## src/rtl/prio_grant_queue_pkg.sv

```systemverilog
// Shared types and helpers for the priority grant queue.
// Default sizing, grant FSM state type and a one-hot decoder.
package prio_pkg;
    localparam int N_DEF    = 4;
    localparam int IDXW_DEF = 2;
    localparam int MAX_N    = 32;

    typedef enum logic {IDLE, OFFER} state_t;

    // Callers truncate the result to their own request width.
    function automatic logic [MAX_N-1:0] onehot(input int unsigned idx);
        return MAX_N'(1) << idx;
    endfunction
endpackage

```

## src/rtl/prio_grant_queue_if.sv

```systemverilog
// Request/grant bundle between request sources, the grant queue and the grant consumer.
// slave is the queue side; master drives requests and grant_ready.
interface prio_grant_queue_if #(
    parameter int N    = prio_pkg::N_DEF,
    parameter int IDXW = prio_pkg::IDXW_DEF
);
    logic [N-1:0]    req_in;
    logic [N-1:0]    pending;
    logic            any_req;
    logic            grant_valid;
    logic [IDXW-1:0] grant_idx;
    logic            grant_ready;
    logic            overflow;

    modport master (
        output req_in, grant_ready,
        input  pending, any_req, grant_valid, grant_idx, overflow
    );

    modport slave (
        input  req_in, grant_ready,
        output pending, any_req, grant_valid, grant_idx, overflow
    );
endinterface

```

## src/rtl/or4.sv

```systemverilog
// 4-input OR reducer from the priority-encoder path.
// Purely combinational, no latency, no backpressure.
module or4 (
    input  logic a,
    input  logic b,
    input  logic c,
    input  logic d,
    output logic y
);
    assign y = a | b | c | d;
endmodule

```

## src/rtl/prio_grant_queue_find.sv

```systemverilog
// Lowest-set-bit finder: idx of the lowest set bit of vec, found when vec is nonzero.
// Combinational, zero latency, no backpressure.
module prio_find #(
    parameter int N    = prio_pkg::N_DEF,
    parameter int IDXW = prio_pkg::IDXW_DEF
) (
    input  logic [N-1:0]    vec,
    output logic [IDXW-1:0] idx,
    output logic            found
);
    always_comb begin
        idx   = '0;
        found = 1'b0;
        // Walk downwards so the lowest set bit is the last one written.
        for (int i = N - 1; i >= 0; i--) begin
            if (vec[i]) begin
                idx   = IDXW'(i);
                found = 1'b1;
            end
        end
    end
endmodule

```

## src/rtl/prio_grant_queue.sv

```systemverilog
// Sticky request capture with one-at-a-time, non-preemptive lowest-index grant over valid/ready.
// Request visible in pending one edge after the pulse, grant one edge later; grant held until ready.
module prio_grant_queue
    import prio_pkg::*;
#(
    parameter int N    = N_DEF,
    parameter int IDXW = IDXW_DEF
) (
    input logic              clk,
    input logic              rst,
    prio_grant_queue_if.slave bus
);
    state_t          state_q, state_d;
    logic [N-1:0]    pending_q, pending_d;
    logic            grant_valid_q, grant_valid_d;
    logic [IDXW-1:0] grant_idx_q, grant_idx_d;
    logic            overflow_q, overflow_d;

    logic            accept;
    logic [N-1:0]    clr;
    logic [N-1:0]    pick_vec;
    logic [IDXW-1:0] pick_idx;
    logic            pick_found;
    logic            any_req;

    assign accept = grant_valid_q & bus.grant_ready;
    assign clr    = accept ? N'(onehot(32'(grant_idx_q))) : '0;

    // Requests arriving in the accept cycle are deliberately excluded from the next pick.
    assign pick_vec = (state_q == IDLE) ? pending_q : (pending_q & ~clr);

    prio_find #(.N(N), .IDXW(IDXW)) u_find (
        .vec   (pick_vec),
        .idx   (pick_idx),
        .found (pick_found)
    );

    always_comb begin
        pending_d     = (pending_q & ~clr) | bus.req_in;
        overflow_d    = |(bus.req_in & pending_q & ~clr);
        state_d       = state_q;
        grant_valid_d = grant_valid_q;
        grant_idx_d   = grant_idx_q;
        case (state_q)
            IDLE: begin
                if (pick_found) begin
                    grant_idx_d   = pick_idx;
                    grant_valid_d = 1'b1;
                    state_d       = OFFER;
                end
            end
            OFFER: begin
                if (accept) begin
                    if (pick_found) begin
                        grant_idx_d = pick_idx;
                    end else begin
                        grant_valid_d = 1'b0;
                        state_d       = IDLE;
                    end
                end
            end
            default: state_d = IDLE;
        endcase
    end

    always_ff @(posedge clk) begin
        if (rst) begin
            state_q       <= IDLE;
            pending_q     <= '0;
            grant_valid_q <= 1'b0;
            grant_idx_q   <= '0;
            overflow_q    <= 1'b0;
        end else begin
            state_q       <= state_d;
            pending_q     <= pending_d;
            grant_valid_q <= grant_valid_d;
            grant_idx_q   <= grant_idx_d;
            overflow_q    <= overflow_d;
        end
    end

    generate
        if (N == 4) begin : g_or4
            or4 u_or4 (
                .a (pending_q[0]),
                .b (pending_q[1]),
                .c (pending_q[2]),
                .d (pending_q[3]),
                .y (any_req)
            );
        end else begin : g_or_inline
            assign any_req = |pending_q;
        end
    endgenerate

    assign bus.pending     = pending_q;
    assign bus.any_req     = any_req;
    assign bus.grant_valid = grant_valid_q;
    assign bus.grant_idx   = grant_idx_q;
    assign bus.overflow    = overflow_q;
endmodule

```

## src/flat_wrapper.sv

```systemverilog
// flat-port wrapper written by rule: the top's interface ports become plain ports
module prio_grant_queue_flat import prio_pkg::*;
#(
    parameter int N    = N_DEF,
    parameter int IDXW = IDXW_DEF
)
  (clk, rst, bus_req_in, bus_grant_ready, bus_pending, bus_any_req, bus_grant_valid, bus_grant_idx, bus_overflow);
  prio_grant_queue_if #(.N(N), .IDXW(IDXW)) bus_i ();
  input logic clk;
  input logic rst;
  input wire logic [$bits(bus_i.req_in)-1:0] bus_req_in;
  input wire logic [$bits(bus_i.grant_ready)-1:0] bus_grant_ready;
  output wire logic [$bits(bus_i.pending)-1:0] bus_pending;
  output wire logic [$bits(bus_i.any_req)-1:0] bus_any_req;
  output wire logic [$bits(bus_i.grant_valid)-1:0] bus_grant_valid;
  output wire logic [$bits(bus_i.grant_idx)-1:0] bus_grant_idx;
  output wire logic [$bits(bus_i.overflow)-1:0] bus_overflow;
  assign bus_i.req_in = bus_req_in;
  assign bus_i.grant_ready = bus_grant_ready;
  assign bus_pending = bus_i.pending;
  assign bus_any_req = bus_i.any_req;
  assign bus_grant_valid = bus_i.grant_valid;
  assign bus_grant_idx = bus_i.grant_idx;
  assign bus_overflow = bus_i.overflow;
  prio_grant_queue #(.N(N), .IDXW(IDXW)) u_core (.clk(clk), .rst(rst), .bus(bus_i));
endmodule
```

## config.mk

```make
export PLATFORM = sky130hd
export DESIGN_NAME = prio_grant_queue_flat
export DESIGN_NICKNAME = d
export VERILOG_FILES = /design/src/rtl/prio_grant_queue_pkg.sv /design/src/rtl/prio_grant_queue_if.sv /design/src/rtl/or4.sv /design/src/rtl/prio_grant_queue_find.sv /design/src/rtl/prio_grant_queue.sv /design/src/flat_wrapper.sv
export SDC_FILE = /design/constraint.sdc
export NUM_CORES = 1
export LEC_CHECK = 0
export CAP_MARGIN = 20
export CORE_MARGIN = 1.5
export CORE_UTILIZATION = 25
export DETAILED_ROUTE_END_ITERATION = 10
export GPL_TIMING_DRIVEN = 0
export PLACE_DENSITY = 0.47
export SLEW_MARGIN = 10
export SYNTH_ARGS = -nofsm -noshare
export SYNTH_HDL_FRONTEND = slang
export SYNTH_HIERARCHICAL = 1
export SYNTH_SLANG_ARGS = --single-unit
```

## constraint.sdc

```tcl
create_clock -name clk -period 2.1 [get_ports clk]
set_input_delay 0.315 -clock clk [delete_from_list [all_inputs] [get_ports clk]]
set_output_delay 0.315 -clock clk [all_outputs]
set_load 0.05 [all_outputs]
```

==> results.md, run 1 <==
- Synth unique cells: 26
- Starting Density: 27.6%
- Hold path cells: 2
- Lkg Pwr: approximately 0.25 nW
- Clock Latency Late Sink: 0.26 ns
- Fill cell total of the finished layout: about 200
- Vias after detailed routing: 485
- Reg2reg setup slack: around 0.28 ns
- Critical path startpoint category: flip-flop
- Largest net degree at the start of global routing: 11
- RSZ-0062 raised after global routing: false
- Register area share after synthesis: ~36%
- Final Cycle Share: 90.0%
- Hold WC Path Type: in -> reg
- Initial antenna violation count: 0
- WL/cell: around 12 um
- Clk buf depth: 2
- Hold_sp: bus_grant_ready
- Die area: roughly 2300 um2
- Setup Viol. Count Final: 0
- Worst vdd ir: around 360 uV
- CP max stage cell: or4_1
- Critical Path RT: approximately 1.8 ns
- CTS tree: yes
- Gpl congestion: about 0.76
- Die Y: 47.6 um
- Post-synthesis cell area: 497 um2
- Share of layout cells above drive strength 1: 14.5%
- Synth Flop Type: dfxtp_1
- R2R depth: 7
- TritonCTS Buffers: 3
- Hold_buf cts: 0
- Worst-path cell chain: or4_1 > dlygate4sd2_1
- Post-CTS Setup Inserts: 0
- Final hold violations: 0
- Post-synth net total: 66
- Multi-input logic area: around 280 um2
- # resized after CTS: 1
- Final setup TNS: 0 ns
- Max-Cap Viols: 0
- Reg area: 180 um2
- M1 WL: 592 um
- Worst Tran Pin Value: between 0.5 and 0.6 ns
- Input/output buffers: 13
- Routed wire length: ~1200 um
- Post-synthesis cell count: around 60
- Hold Path Sink: u_core/bus.grant_valid
- Post-route ant nets: 0
- Die Wd: 47.6 um
- # IOs: 16
- Remaining Overflow, GRT: 0
- Tmin final: between 1.5 and 2 ns
- Number of global-route vias before repair: approximately 430
- DR WL met3: between 70 and 80 um
- Area Overhead vs Synth: 37.5%
- Clock transition at path regs: roughly 0.070 ns
- Clk_skew: around 0.00045 ns
- Initial DRC Count: 12
- H-tree depth: 1
- Fin util: 37.9%
- Async SR Flop Fraction: 0%
- Worst rel slew slack: between 60% and 70%
- WL met2: 537 um
- CP peak stage delay: 0.51 ns
- All-Layer GR Usage: about an eighth
- Antenna diodes: 0
- Worst-path fanout max: 5
- CP endpoint kind: output pin
- Worst Path Arrival: 1.58 ns
- Detailed Routing Iterations Pass 1: 4
- RR Startpoint: u_core/bus.grant_idx[1]
- Number of synthesis warnings: 6
- Drt drc: 0
- DP Wirelength: ~870 um
- Capture point of the worst reg-to-reg path: u_core/bus.grant_idx[1]
- Max Used Layer: met4
- Final-stage net count: 84
- Rows: 15
- First-pass GRT wire length: approximately 2000 um
- Most frequent cells in the layout: clkdlybuf4s50_1, dfxtp_1, a21oi_1
- Mean area per synthesized cell: about 8.4 um2
- CTS root buf: clkbuf_4
- Commonest non-fill, non-tap cell in the layout: clkdlybuf4s50_1
- Outcome: finished clean
- FMAX: 529 MHz
- CTS sink cnt: 9
- Pwr dens: 731 nW/um2
- Worst setup path class: reg -> out
- EDFF count, synth: 0
- #FFs+latches synth: 9
- Core area: about 1800 um2
- Vias per std cell: 4.80
- Slew Limit Fails: 0
==> logic make-up (layout without fill, tap and decap cells) <==
family | count (synthesis) | count (layout) | share of synthesized area [%]
AO/OA/AOI/OAI | 22 | 22 | 32.0
buffers and inverters | 7 | 24 | 6.80
flip-flops | 9 | 9 | 36.3
AND/OR/NAND/NOR | 21 | 21 | 24.9
==> registers in the layout (all words and copies together), names as in the netlist <==
| signal | cells |
|---|---|
| u_core/bus.grant_idx | 2 |
| u_core/bus.pending | 4 |
| u_core/bus.grant_valid | 1 |
| u_core/state_q | 1 |
| u_core/bus.overflow | 1 |
==> area by class of cell <==
type	count	share of cell area, %
buffer	3	2.75
clock buffer	4	3.85
inverter	4	2.20
multi-input combinational	43	41.4
sequential	9	26.4
tap	25	4.58
timing repair buffer	13	18.9
==> power breakdown <==
part	switching (W)	internal (W)
Combinational	0.0000953	0.0000619
Sequential	0.0000169	0.000185
Clock	0.0000670	0.0000734
Total	0.000179	0.000321
==> how the worst max path moves through the flow <==
stage,startpoint,depth (start not counted),slack [ns],endpoint
floorplan,u_core/bus.grant_idx[1],7,0.19,u_core/bus.grant_idx[0]
global placement,u_core/bus.pending[0],2,0.20,bus_any_req
detailed placement,u_core/bus.pending[0],2,0.20,bus_any_req
CTS,u_core/bus.grant_idx[1],1,0.19,bus_grant_idx[1]
global route,u_core/bus.grant_idx[1],1,0.13,bus_grant_idx[1]
finish,u_core/bus.pending[0],2,0.21,bus_any_req
==> cells in the mapped netlist (2+ instances only) <==
cell type	count	area [um2]
a21boi_0	2	15.0
dfxtp_1	9	180
o21ai_0	2	10.0
a21oi_1	7	35.0
nor2_1	5	18.8
nand2_1	4	15.0
inv_1	4	15.0
a21oi_2	2	17.5
buf_4	2	15.0
nand3_1	3	15.0
nand4b_1	2	17.5
o21a_1	2	15.0
a32oi_1	2	17.5
==> metal layers <==
metal | vias to the layer above | global-route usage, %
li1 | 252 | -
met1 | 214 | 17.7
met2 | 17 | 17.6
met3 | 2 | 4.53
met4 | 0 | 8.11
met5 | - | 0
==> metrics by stage <==
stage	worst slack, ns	cells	hold WS [ns]	power, W	area (um2)
floorplan	0.185	59	0.432	0.000314	497
CTS	0.191	101	0.307	0.000506	683
global placement	0.197	97	0.538	0.000366	658
global route	0.131	101	0.334	0.000533	683
detailed placement	0.204	97	0.540	0.000365	658
finish	0.209	101	0.314	0.000500	683
==> worst max-delay path: cells and delay by family (launching register included) <==
family | cells | cell delay [ns]
buffers and inverters | 1 | 0.44
AND/OR/NAND/NOR | 1 | 0.51
flip-flops | 1 | 0.37
Note: power is estimated with default switching activity, not from simulation.
==> inputs of run 2 (changes only) <==
- CAP_MARGIN: 20 -> 40
- GPL_TIMING_DRIVEN: 0 -> not set
==> run 2 against run 1 <==
Against the previous run:
- core utilization increased by 1.3 points
- clock skew is essentially flat
- routed wire length up 3.9%
- flip-flop and latch count did not move
- combinational power about the same
==> results.md, run 2 (synthesis results as in run 1) <==
- # resized after CTS: 0 (was 1)
- CP peak stage delay: 0.86 ns (was 0.51 ns)
- Power Total: 0.000500 W (about the same)
- Worst Tran Pin Value: 0.493 ns (was 0.503 ns)
- Slew Limit Fails: 0 (unchanged)
- Die area: 2260 um2 (unchanged)
- CP Depth: 1 (was 2)
- CP top delay family: buffers and inverters (was simple AND/OR/NAND/NOR gates)
- Die Y: 47.6 um (unchanged)
- Tmin final: 1.93 ns (was 1.89 ns)
- H-tree depth: 1 (unchanged)
- Setup Viol. Count Final: 0 (unchanged)
- Reg2reg setup slack: 0.41 ns (was 0.28 ns)
- Post-route ant nets: 0 (unchanged)
- Critical Path RT: 1.78 ns (about the same)
- Routed wire length: 1270 um (was 1220 um)
- Starting Density: 27.6% (unchanged)
- Initial DRC Count: 9 (was 12)
- Commonest non-fill, non-tap cell in the layout: clkdlybuf4s50_1 (unchanged)
- Core area: 1800 um2 (unchanged)
- Share of layout cells above drive strength 1: 16.7% (was 14.5%)
- Worst setup path class: reg -> out (unchanged)
- R2R depth: 7 (unchanged)
- Critical path startpoint category: flip-flop (unchanged)
- Worst Setup EP: bus_grant_valid (was bus_any_req)
- Clock Latency Late Sink: 0.26 ns (about the same)
- All-Layer GR Usage: 13.6% (was 13.1%)
- Number of global-route vias before repair: 467 (was 434)
- Worst Setup SP: u_core/bus.grant_valid (was u_core/bus.pending[0])
- Capture point of the worst reg-to-reg path: u_core/bus.grant_idx[0] (was u_core/bus.grant_idx[1])
- FMAX: 517 MHz (was 529 MHz)
- CP max stage cell: clkdlybuf4s50_1 (was or4_1)
- Worst slack, placed: 0.0490 ns (was 0.204 ns)
- Remaining Overflow, GRT: 0 (unchanged)
- Final worst setup slack: 0.165 ns (was 0.209 ns)
- WL/cell: 12.3 um (was 12.1 um)
- Worst Path Arrival: 1.62 ns (was 1.58 ns)
- Final Cycle Share: 92.1% (was 90.0%)
- Most frequent cells in the layout: clkdlybuf4s50_1, dfxtp_1, a21oi_1 (unchanged)
- Detailed Routing Iterations Pass 1: 4 (unchanged)
- Lkg Pwr: 0.265 nW (was 0.253 nW)
- Outcome: finished clean (unchanged)
- Gpl congestion: 0.891 (was 0.759)
- Placed Instances: 99 (was 97)
- Initial antenna violation count: 0 (unchanged)
- Drt drc: 0 (unchanged)
- RSZ-0062 raised after global routing: false (unchanged)
- Worst rel slew slack: 67.0% (was 66.4%)
- # IOs: 16 (unchanged)
- Clk buf depth: 2 (unchanged)
- Pwr dens: 709 nW/um2 (was 731 nW/um2)
- Vias per std cell: 4.95 (was 4.80)
- Largest net degree at the start of global routing: 11 (unchanged)
- CTS tree: yes (unchanged)
- Rows: 15 (unchanged)
- Final std cells w/o fill: 103 (was 101)
- TritonCTS Buffers: 3 (unchanged)
- Antenna diodes: 0 (unchanged)
- Final hold violations: 0 (unchanged)
- Post-CTS Setup Inserts: 0 (unchanged)
- Clock transition at path regs: 0.06 ns (was 0.07 ns)
- CTS root buf: clkbuf_4 (unchanged)
- CTS sink cnt: 9 (unchanged)
- Buf+Inv Stages, Crit Path: 1 (unchanged)
- Input/output buffers: 15 (was 13)
- Clk_skew: 0.000935 ns (was 0.000452 ns)
- Hold WC Path Type: reg -> reg (was in -> reg)
- Largest register FFs: 4 (unchanged)
- Hold path cells: 2 (unchanged)
- Fill cell total of the finished layout: 219 (was 202)
- Die Wd: 47.6 um (unchanged)
- Area Overhead vs Synth: 42.1% (was 37.5%)
- RR Startpoint: u_core/bus.grant_idx[1] (unchanged)
- Final setup TNS: 0 ns (unchanged)
- DP Wirelength: 908 um (was 865 um)
- Hold_buf cts: 0 (unchanged)
- Worst vdd ir: 345 uV (was 362 uV)
- First-pass GRT wire length: 2140 um (was 1980 um)
- Final-stage net count: 86 (was 84)
- Max-Cap Viols: 0 (unchanged)
- Vias after detailed routing: 510 (was 485)
- Worst-path cell chain: clkdlybuf4s50_1 (was or4_1 > dlygate4sd2_1)
- CP endpoint kind: output pin (unchanged)
- Worst hold slack: 0.547 ns (was 0.314 ns)
- Worst-path fanout max: 10 (was 5)
-- run 2: cell count changes in the layout (fill, tap and decap cells not counted), sizes merged --
cell and change:
dlygate4sd2 -1, clkbuf -1, clkdlybuf4s50 +2, buf +2
-- run 2: cell type report --
cell class	instances	area [um2]	area share [%]
Multi-Input combinational cell	43	283	40.1
Sequential cell	9	180	25.5
Timing Repair Buffer	18	170	24.1
Tap cell	25	31.3	4.43
Clock buffer	4	26.3	3.72
Inverter	4	15.0	2.13
-- run 2: per-stage QoR --
step,instance area (um2),utilization (%)
2_1_floorplan,497,-
5_1_grt,706,39.2
4_1_cts,706,39.2
6_report,706,39.2
3_3_place_gp,679,37.7
3_5_place_dp,679,37.7
-- run 2: worst min-delay path by stage --
stage	startpoint	endpoint	slack [ns]
CTS	u_core/bus.pending[0]	u_core/bus.pending[0]	0.55
global placement	u_core/bus.pending[0]	u_core/bus.pending[0]	0.55
finish	u_core/bus.pending[0]	u_core/bus.pending[0]	0.55
detailed placement	u_core/bus.pending[0]	u_core/bus.pending[0]	0.54
global route	u_core/bus.pending[0]	u_core/bus.pending[0]	0.57
floorplan	bus_req_in[1]	u_core/bus.pending[1]	0.43
-- run 2: tightest hold or removal path, delay by kind of cell, from the launching register on --
kind / cells / cell delay (ns)
flip-flops: 1 / 0.37
AO/OA/AOI/OAI: 1 / 0.05
AND/OR/NAND/NOR: 1 / 0.09
-- run 2: power by group --
part           total [W]  internal [W]  switching (W)  leakage, nW
Sequential      0.000207      0.000185      0.0000216       0.0751
Clock           0.000137     0.0000734      0.0000633       0.0150
Combinational   0.000157     0.0000648      0.0000917        0.175
Total           0.000500      0.000324       0.000177        0.265
-- run 2: metal layers --
metal / wire length (um) / share of wire, % / GRT usage (%) / vias up
li1: - / - / - / 256
met1: 602 / 48 / 19.0 / 235
met2: 568 / 45 / 19.2 / 17
met3: 81 / 6.4 / 4.91 / 2
met4: 13 / 1.0 / 4.86 / 0
met5: 0 / 0 / 0 / -
==> inputs of run 3 (changes only) <==
- CORE_AREA: not set -> 2 2 39 41
- CORE_MARGIN: 1.5 -> not set
- CORE_UTILIZATION: 25 -> not set
- DIE_AREA: not set -> 0 0 41 43
- PLACE_DENSITY: 0.47 -> 0.65
==> run 3 against run 2 <==
Against the previous run:
- first-iteration DRC count unchanged
- core utilization up 12 points
- sequential power about the same
- count of clock-buffer cells in the layout unchanged
- critical endpoint unchanged
==> results.md, run 3 (synthesis results as in run 1) <==
- Worst Setup SP: u_core/bus.grant_valid (unchanged)
- Antenna diodes: 0 (unchanged)
- CTS tree: yes (unchanged)
- Remaining Overflow, GRT: 0 (unchanged)
- Final hold violations: 0 (unchanged)
- Clk buf depth: 2 (unchanged)
- Rows: 14 (was 15)
- Detailed Routing Iterations Pass 1: 3 (was 4)
- Post-CTS Setup Inserts: 0 (unchanged)
- Vias after detailed routing: 506 (was 510)
- Vias per std cell: 5.33 (was 4.95)
- Setup Viol. Count Final: 0 (unchanged)
- RR Startpoint: u_core/bus.grant_idx[1] (unchanged)
- Placed Instances: 91 (was 99)
- Area Overhead vs Synth: 41.3% (was 42.1%)
- Capture point of the worst reg-to-reg path: u_core/bus.grant_valid (was u_core/bus.grant_idx[0])
- Core area: 1380 um2 (was 1800 um2)
- RSZ-0062 raised after global routing: false (unchanged)
- FMAX: 513 MHz (was 517 MHz)
- Number of global-route vias before repair: 455 (was 467)
- WL/cell: 12.9 um (was 12.3 um)
- Clock Latency Late Sink: 0.26 ns (about the same)
- Worst vdd ir: 324 uV (was 345 uV)
- Commonest non-fill, non-tap cell in the layout: clkdlybuf4s50_1 (unchanged)
- Clock transition at path regs: 0.07 ns (was 0.06 ns)
- Final std cells w/o fill: 95 (was 103)
- Worst Path Arrival: 1.63 ns (was 1.62 ns)
- Worst Setup EP: bus_grant_valid (unchanged)
- CTS root buf: clkbuf_4 (unchanged)
- Worst-path cell chain: clkdlybuf4s50_1 (unchanged)
- Slew Limit Fails: 0 (unchanged)
- Share of layout cells above drive strength 1: 17.7% (was 16.7%)
- # resized after CTS: 0 (unchanged)
- Final Cycle Share: 92.8% (was 92.1%)
- Worst Tran Pin Value: 0.494 ns (was 0.493 ns)
- Die Wd: 41 um (was 47.6 um)
- Die area: 1760 um2 (was 2260 um2)
- CP Depth: 1 (unchanged)
- H-tree depth: 1 (unchanged)
- Lkg Pwr: 0.270 nW (was 0.265 nW)
- CP peak stage delay: 0.87 ns (was 0.86 ns)
- Most frequent cells in the layout: clkdlybuf4s50_1, dfxtp_1, a21oi_1 (unchanged)
- Critical path startpoint category: flip-flop (unchanged)
- Starting Density: 35.9% (was 27.6%)
- R2R depth: 6 (was 7)
- # IOs: 16 (unchanged)
- Routed wire length: 1220 um (was 1270 um)
- First-pass GRT wire length: 1900 um (was 2140 um)
- CP endpoint kind: output pin (unchanged)
- Pwr dens: 716 nW/um2 (was 709 nW/um2)
- Tmin final: 1.95 ns (was 1.93 ns)
- Clk_skew: 0.00274 ns (was 0.000935 ns)
- CP max stage cell: clkdlybuf4s50_1 (unchanged)
- Post-route ant nets: 0 (unchanged)
- Final setup TNS: 0 ns (unchanged)
- DP Area: 676 um2 (was 679 um2)
- TritonCTS Buffers: 3 (unchanged)
- Final-stage net count: 87 (was 86)
- Outcome: finished clean (unchanged)
- Drt drc: 0 (unchanged)
- All-Layer GR Usage: 16.0% (was 13.6%)
- CTS sink cnt: 9 (unchanged)
- Hold WC Path Type: reg -> reg (unchanged)
- Max-Cap Viols: 0 (unchanged)
- Buf+Inv Stages, Crit Path: 1 (unchanged)
- DP Wirelength: 907 um (was 908 um)
- Worst rel slew slack: 66.9% (was 67.0%)
- Critical Path RT: 1.78 ns (about the same)
- Die Y: 43 um (was 47.6 um)
- Worst-path fanout max: 10 (unchanged)
- Input/output buffers: 15 (unchanged)
- Largest register FFs: 4 (unchanged)
- Fin area: 702 um2 (was 706 um2)
- CP top delay family: buffers and inverters (unchanged)
- Initial antenna violation count: 0 (unchanged)
- Worst setup path class: reg -> out (unchanged)
- Largest net degree at the start of global routing: 11 (unchanged)
- Initial DRC Count: 9 (unchanged)
- Gpl congestion: 0.794 (was 0.891)
- Hold_buf cts: 0 (unchanged)
- Reg2reg setup slack: 0.41 ns (about the same)
[run 3: cell type report]
cell class / count / area (um2)
fill: 145 / 682
multi-input combinational: 43 / 283
tap: 16 / 20.0
sequential: 9 / 180
clock buffer: 4 / 26.3
inverter: 4 / 15.0
timing repair buffer: 19 / 178
[run 3: routing by layer]
layer	track usage [%]	wire length (um)	up-vias	part of all wire, %
li1	-	-	257	-
met1	20.1	572	235	47
met2	23.8	569	12	47
met3	3.14	63	2	5.2
met4	10.0	14	0	1.1
met5	0	0	-	0
[run 3: where the power goes]
| group | switching [W] | leakage, nW | internal, W |
|---|---|---|---|
| combinational | 0.0000925 | 0.180 | 0.0000666 |
| clock | 0.0000637 | 0.0150 | 0.0000733 |
| sequential | 0.0000212 | 0.0751 | 0.000185 |
[run 3: through the flow]
step	hold slack (ns)	worst slack, ns	total power (W)	util [%]
floorplan	0.432	0.185	0.000314	-
global route	0.577	0.0818	0.000535	50.7
finish	0.538	0.152	0.000503	50.7
global placement	0.535	0.0778	0.000367	48.8
detailed placement	0.532	0.0833	0.000369	48.8
CTS	0.542	0.149	0.000508	50.7
[run 3: worst min-delay path by stage]
stage	startpoint	endpoint	cells past startpoint
floorplan	bus_req_in[1]	u_core/bus.pending[1]	2
global placement	u_core/bus.pending[0]	u_core/bus.pending[0]	2
detailed placement	u_core/bus.pending[0]	u_core/bus.pending[0]	2
CTS	u_core/bus.pending[0]	u_core/bus.pending[0]	2
global route	u_core/bus.pending[0]	u_core/bus.pending[0]	2
finish	u_core/bus.pending[0]	u_core/bus.pending[0]	2
